`src/rtl/cm_piso.sv`:
```
// cm_piso: parallel-in serial-out converter, LEN elements per word, valid/ready on both sides.
// Optional o_last output enabled by defining CM_PISO_LAST_EN.
module cm_piso #(
   parameter int unsigned LEN       = 4,
   parameter type         DTYPE     = logic [7:0],
   parameter bit          LSB_FIRST = 1'b1
) (
   input  logic           i_clk,
   input  logic           i_rst,
   input  DTYPE [LEN-1:0] i_data,
   input  logic           i_valid,
   output logic           o_ready,
   output DTYPE           o_data,
   output logic           o_valid,
   input  logic           i_ready
`ifdef CM_PISO_LAST_EN
   ,
   output logic           o_last
`endif
);
   if (LEN < 1) begin : g_bad_len
      $error("cm_piso: LEN must be >= 1");
   end
   localparam int unsigned CW = (LEN > 1) ? $clog2(LEN) : 1;
   localparam logic [CW-1:0] LAST = CW'(LEN - 1);
   typedef enum logic {IDLE, SHIFT} state_t;
   state_t         state_q, state_d;
   logic [CW-1:0]  cnt_q, cnt_d, idx;
   DTYPE [LEN-1:0] word_q, word_d;
   logic           at_last, load, consume;
   assign at_last = cnt_q == LAST;
   assign o_valid = state_q == SHIFT;
   assign o_ready = (state_q == IDLE) || (at_last && i_ready);
   assign load    = i_valid && o_ready;
   assign consume = o_valid && i_ready;
   assign idx     = LSB_FIRST ? cnt_q : LAST - cnt_q;
   assign o_data  = o_valid ? word_q[idx] : '0;
`ifdef CM_PISO_LAST_EN
   assign o_last  = o_valid && at_last;
`endif
   // a load in SHIFT only happens together with consuming the last element
   always_comb begin
      state_d = state_q;
      cnt_d   = cnt_q;
      word_d  = word_q;
      if (load) begin
         state_d = SHIFT;
         cnt_d   = '0;
         word_d  = i_data;
      end else if (consume) begin
         state_d = at_last ? IDLE : SHIFT;
         cnt_d   = at_last ? cnt_q : cnt_q + 1'b1;
      end
   end
   always_ff @(posedge i_clk) begin
      if (i_rst) begin
         state_q <= IDLE;
         cnt_q   <= '0;
         word_q  <= '0;
      end else begin
         state_q <= state_d;
         cnt_q   <= cnt_d;
         word_q  <= word_d;
      end
   end
endmodule

```
`config.mk`:
```
export PLATFORM = sky130hd
export DESIGN_NAME = cm_piso
export DESIGN_NICKNAME = d
export VERILOG_FILES = /design/src/rtl/cm_piso.sv
export SDC_FILE = /design/constraint.sdc
export NUM_CORES = 1
export LEC_CHECK = 0
export CORE_MARGIN = 2
export CORE_UTILIZATION = 44
export CTS_CLUSTER_SIZE = 16
export DETAILED_ROUTE_END_ITERATION = 12
export PLACE_DENSITY = 0.73
export SYNTH_ARGS = -nofsm -noshare
export SYNTH_HDL_FRONTEND = slang
export SYNTH_SLANG_ARGS = --single-unit
```
`constraint.sdc`:
```
create_clock -name i_clk -period 5.05 [get_ports i_clk]
set_clock_uncertainty 0.2 [all_clocks]
set_input_delay 0.7575 -clock i_clk [delete_from_list [all_inputs] [get_ports i_clk]]
set_output_delay 0.7575 -clock i_clk [all_outputs]
set_load 0.01 [all_outputs]
```
==> flow_summary.json, run 1 <==
{
  "syn_nets": 208,
  "h-tree-depth": 2,
  "cp-end-kind": "output pin",
  "finalSetupViolCount": 0,
  "detail_route.drc_violations": 0,
  "fp.dieW_microns": 68.99,
  "synth_warnings": 0,
  "leakagePower_nw": 0.9046,
  "start_util_pct": 46.12,
  "path_max_fanout": 10,
  "layout_common_cells": "nand2b_1 (64), clkdlybuf4s50_1 (45), dfxtp_1 (35)",
  "antenna_found_initial": 0,
  "clock_sinks": 35,
  "critPathLaunchType": "flop",
  "cts_buffers": 5,
  "track_usage_pct": 15.85,
  "postRouteAntennaNets": 0,
  "row_count": 23,
  "diodes": 0,
  "routedWlPerCell_microns": 13.23,
  "tightestPinTransition_ps": 1240,
  "synth.ff_latch_count": 35,
  "powerDensity_nw_per_um2": 261.8,
  "drtIter0Drc": 44,
  "syn_area_sq_um": 1858,
  "yosysUniqueCellTypes": 18,
  "die_area_sq_um": 4759,
  "core-area_sq_um": 4029,
  "worstPathArrival_ps": 2220,
  "die_h_microns": 68.99,
  "netlist_instances": 171,
  "drt_pre_antenna_iters": 4,
  "postCtsSetupRepairBufs": 0,
  "grt-ovfl-total": 0,
  "post-dp-hpwl_mm": 2.362,
  "via_per_inst": 4.779,
  "fin_nets": 248,
  "power_mw": 0.6221,
  "cts_tree": "done",
  "dr_total_vias": 1252,
  "outcome": "finished clean",
  "cap_viol_max_count": 0,
  "final_common_cell": "nand2b_1",
  "max-slew-margin-rel_pct": 17.15,
  "hp-class": "reg -> reg",
  "grt_pass1_vias": 1206,
  "cts_buffer_depth": 2,
  "max-vdd-ir-drop_uv": 126.0,
  "finalHoldViolations": 0,
  "avgSynthCellArea_sq_um": 10.87,
  "port_buffers": 45,
  "rsz0062_at_grt": "false",
  "place_congestion": 0.7022,
  "grt_pass1_wl_mm": 5.430,
  "setup_tns_ps": 0,
  "clock_latency_ps": 270,
  "worstPathRequired_ps": 4090,
  "clkTransAtPathRegs_ps": 70,
  "ys_seq_area_share_pct": 37.71,
  "clock.fmax_mhz": 314.6,
  "fin_crit_sh_pct": 62.94,
  "wirelength_mm": 3.467,
  "grt_max_degree": 68,
  "min_period_ps": 3178,
  "root_buffer": "clkbuf_8",
  "drive_above_1_share_pct": 9.906,
  "drv_slew": 0,
  "crit_type": "reg -> out",
  "cts_hold_buf": 0,
  "area_growth_pct": 27.88,
  "cts_resized": 0,
  "ios": 46
}
worst max-delay path: stages, from the launching register on:
cell and delay (ps):
dfxtp_1 710, mux4_2 570, and2_2 200, clkdlybuf4s50_1 470
Yosys cell counts:
cell,count,area share [%]
nor3_2,2,1.1
nor2b_2,1,0.47
buf_12,3,3.2
mux4_2,8,9.7
dfxtp_1,35,38
nor2_1,2,0.40
and2_2,1,0.40
buf_6,1,0.61
and2_1,7,2.4
nand2b_1,64,22
mux2i_1,33,18
ha_1,1,0.67
nand3b_1,1,0.40
clkbuf_1,7,1.4
a21boi_4,1,1.0
xor2_1,1,0.47
inv_1,1,0.20
buf_2,2,0.54
per-layer routing:
metal | routed length [microns] | track usage (%)
met1 | 1581 | 18.98
met2 | 1732 | 27.04
met3 | 129 | 4.383
met4 | 23 | 5.882
met5 | 0 | 0
report_power, final:
part           total [mW]  leakage (nW)  switching, mW  internal, mW
clock               0.218        0.0515         0.0934         0.124
sequential          0.305         0.288         0.0119         0.293
combinational      0.0990         0.566         0.0341        0.0649
metrics by stage:
stage | instances | hold WS [ps] | worst slack (ps) | area (sq um) | utilization, %
3_3_place_gp | 254 | 257.6 | 2132 | 2276 | 56.49
5_1_grt | 262 | 289.3 | 1727 | 2376 | 58.98
4_1_cts | 262 | 275.2 | 1824 | 2376 | 58.98
2_1_floorplan | 171 | 245.5 | 2822 | 1858 | -
3_5_place_dp | 254 | 257.5 | 2107 | 2276 | 56.49
6_report | 262 | 273.4 | 1872 | 2376 | 58.98
final cells by class:
class                   count  area (sq um)
fillers                   345          1653
repair buffers             46         457.9
multi-input cells         122          1051
flip-flops and latches     35         700.7
clock buffers               8         100.1
well taps                  50         62.56
inverters                   1         3.754
cell families (layout without fill, tap and decap cells):
family                   count (synthesis)  after routing  share of synthesized area [%]
multiplexers                            41             41                          27.47
buffers and inverters                   14             55                          5.993
XOR/XNOR                                 1              1                         0.4715
adder cells (fa/ha/maj)                  1              1                         0.6733
flip-flops                              35             35                          37.71
AO/OA/AOI/OAI                            1              1                          1.010
AND/OR/NAND/NOR                         78             78                          26.67
state kept, by name, indices dropped and copies added (netlist names):
| signal | flops |
|---|---|
| word_q | 32 |
| cnt_q | 2 |
| o_valid | 1 |
final timing paths:
check | startpoint | endpoint | slack, ps | depth (start not counted)
setup / recovery | cnt_q[0] | o_data[2] | 1870 | 3
hold / removal | word_q[29] | word_q[29] | 270 | 2
setup reg to reg | cnt_q[0] | word_q[10] | 2390 | 4
hold reg to reg | word_q[29] | word_q[29] | 270 | 2
(Power assumes the default switching activity.)
==> run 2, diff against run 1 <==
--- a/config.mk
+++ b/config.mk
@@ -9,7 +9,7 @@
 export CORE_UTILIZATION = 44
 export CTS_CLUSTER_SIZE = 16
 export DETAILED_ROUTE_END_ITERATION = 12
-export PLACE_DENSITY = 0.73
+export PLACE_DENSITY = 0.75
 export SYNTH_ARGS = -nofsm -noshare
 export SYNTH_HDL_FRONTEND = slang
 export SYNTH_SLANG_ARGS = --single-unit
==> constraint.sdc (replaced) <==
create_clock -name i_clk -period 2.7 [get_ports i_clk]
set_clock_uncertainty 0.2 [all_clocks]
set_input_delay 0.405 -clock i_clk [delete_from_list [all_inputs] [get_ports i_clk]]
set_output_delay 0.405 -clock i_clk [all_outputs]
set_load 0.01 [all_outputs]
==> flow_summary.json, run 2 (synthesis gave the netlist of run 1 again) <==
{
  "grt_pass1_vias": 1311,
  "tightestPinTransition_ps": 467.2,
  "top_register": "word_q",
  "grt_pass1_wl_mm": 5.809,
  "path_max_fanout": 6,
  "hp-start": "word_q[26]",
  "postRouteAntennaNets": 0,
  "routedWlPerCell_microns": 13.51,
  "finalHoldViolations": 0,
  "port_buffers": 45,
  "clock_sinks": 35,
  "track_usage_pct": 16.95,
  "setup_tns_ps": 0,
  "via_per_inst": 4.748,
  "grt-ovfl-total": 0,
  "die_h_microns": 68.99,
  "placed_cell_area_sq_um": 2318,
  "crit_type": "reg -> out",
  "reg2reg_to": "word_q[18]",
  "min_period_ps": 2543,
  "cts_buffer_depth": 2,
  "r2r_cells": 6,
  "fin_nets": 252,
  "worstPathRequired_ps": 2100,
  "fin_crit_sh_pct": 94.19,
  "pre_cts_slack_ps": 368.0,
  "max-vdd-ir-drop_uv": 277.4,
  "nFillCells": 342,
  "cts_hold_buf": 0,
  "worst_slack_ps": 157.0,
  "cts_buffers": 5,
  "row_count": 23,
  "final_area_sq_um": 2401,
  "max-slew-margin-rel_pct": 68.86,
  "antenna_found_initial": 0,
  "hp-class": "reg -> reg",
  "postCtsSetupRepairBufs": 0,
  "place_congestion": 0.7259,
  "finalSetupViolCount": 0,
  "rsz0062_at_grt": "false",
  "start_util_pct": 46.12,
  "cp-end-kind": "output pin",
  "wirelength_mm": 3.593,
  "outcome": "finished clean",
  "h-tree-depth": 2,
  "r2r_setup_slack_ps": 900,
  "clock_latency_ps": 290,
  "drv_slew": 0,
  "drive_above_1_share_pct": 11.57,
  "drtIter0Drc": 54,
  "area_growth_pct": 29.23,
  "timing.rr.start": "cnt_q[1]",
  "cts_resized": 0,
  "cts_tree": "done",
  "die_area_sq_um": 4759,
  "worstPathArrival_ps": 1940,
  "ios": 46,
  "root_buffer": "clkbuf_8",
  "detail_route.drc_violations": 0,
  "largest_register_ffs": 32,
  "final_common_cell": "nand2b_1",
  "clock.fmax_mhz": 393.2,
  "diodes": 0,
  "post-dp-hpwl_mm": 2.464,
  "clkTransAtPathRegs_ps": 70,
  "cap_viol_max_count": 0,
  "grt_max_degree": 68,
  "fp.dieW_microns": 68.99,
  "hold_end": "word_q[26]",
  "leakagePower_nw": 0.9210,
  "critPathLaunchType": "flop",
  "dr_total_vias": 1263,
  "power_mw": 1.126,
  "min_delay_path_depth": 2,
  "drt_pre_antenna_iters": 4,
  "core-area_sq_um": 4029,
  "layout_common_cells": "nand2b_1 (64), clkdlybuf4s50_1 (45), dfxtp_1 (34)",
  "powerDensity_nw_per_um2": 468.8
}
run 2: cell count changes in the layout (fill, tap and decap cells not counted), sizes merged:
cell    delta
clkinv     +1
buf        +4
clkbuf     -1
run 2: how the worst max path moves through the flow:
stage	start	to	slack, ps	cells past startpoint
after global placement	cnt_q[1]	o_data[1]	380	3
after detailed placement	cnt_q[1]	o_data[1]	370	3
after floorplan	cnt_q[0]	o_data[2]	820	3
final	cnt_q[0]	o_data[3]	160	4
after CTS	cnt_q[1]	o_data[1]	40	3
after global routing	cnt_q[0]	o_data[4]	90	4
run 2: power by group:
group          leakage (nW)  switching [mW]  internal [mW]
combinational         0.591          0.0685          0.125
clock                0.0422           0.183          0.181
sequential            0.288          0.0193          0.549
run 2: critical path, stage by stage, from the launching register on:
cell	delay, ps
dfxtp_1	330
buf_4	170
mux4_2	490
and2_1	180
clkdlybuf4s50_1	480
run 2: stage by stage:
step,hold slack (ps),utilization (%),std cells
after floorplan,245.5,-,171
after global placement,257.0,57.55,258
after detailed placement,260.5,57.55,258
after CTS,275.9,59.57,266
after global routing,294.4,59.60,266
final,270.9,59.60,266
run 2: routing by layer:
layer | track usage (%) | share of wire [%] | vias up
met5 | 0 | 0 | -
met4 | 10.05 | 2.6 | 0
met3 | 4.058 | 4.8 | 10
met2 | 28.85 | 50 | 28
met1 | 19.19 | 43 | 574
li1 | - | - | 651
run 2: area by class of cell:
| type | count | area [sq um] | area share, % |
|---|---|---|---|
| clock buffers | 7 | 76.32 | 3.179 |
| clock inverters | 1 | 5.005 | 0.2084 |
| inverters | 1 | 3.754 | 0.1563 |
| multi-input cells | 122 | 1051 | 43.77 |
| flip-flops and latches | 35 | 701.9 | 29.23 |
| well taps | 50 | 62.56 | 2.606 |
| repair buffers | 50 | 500.5 | 20.84 |
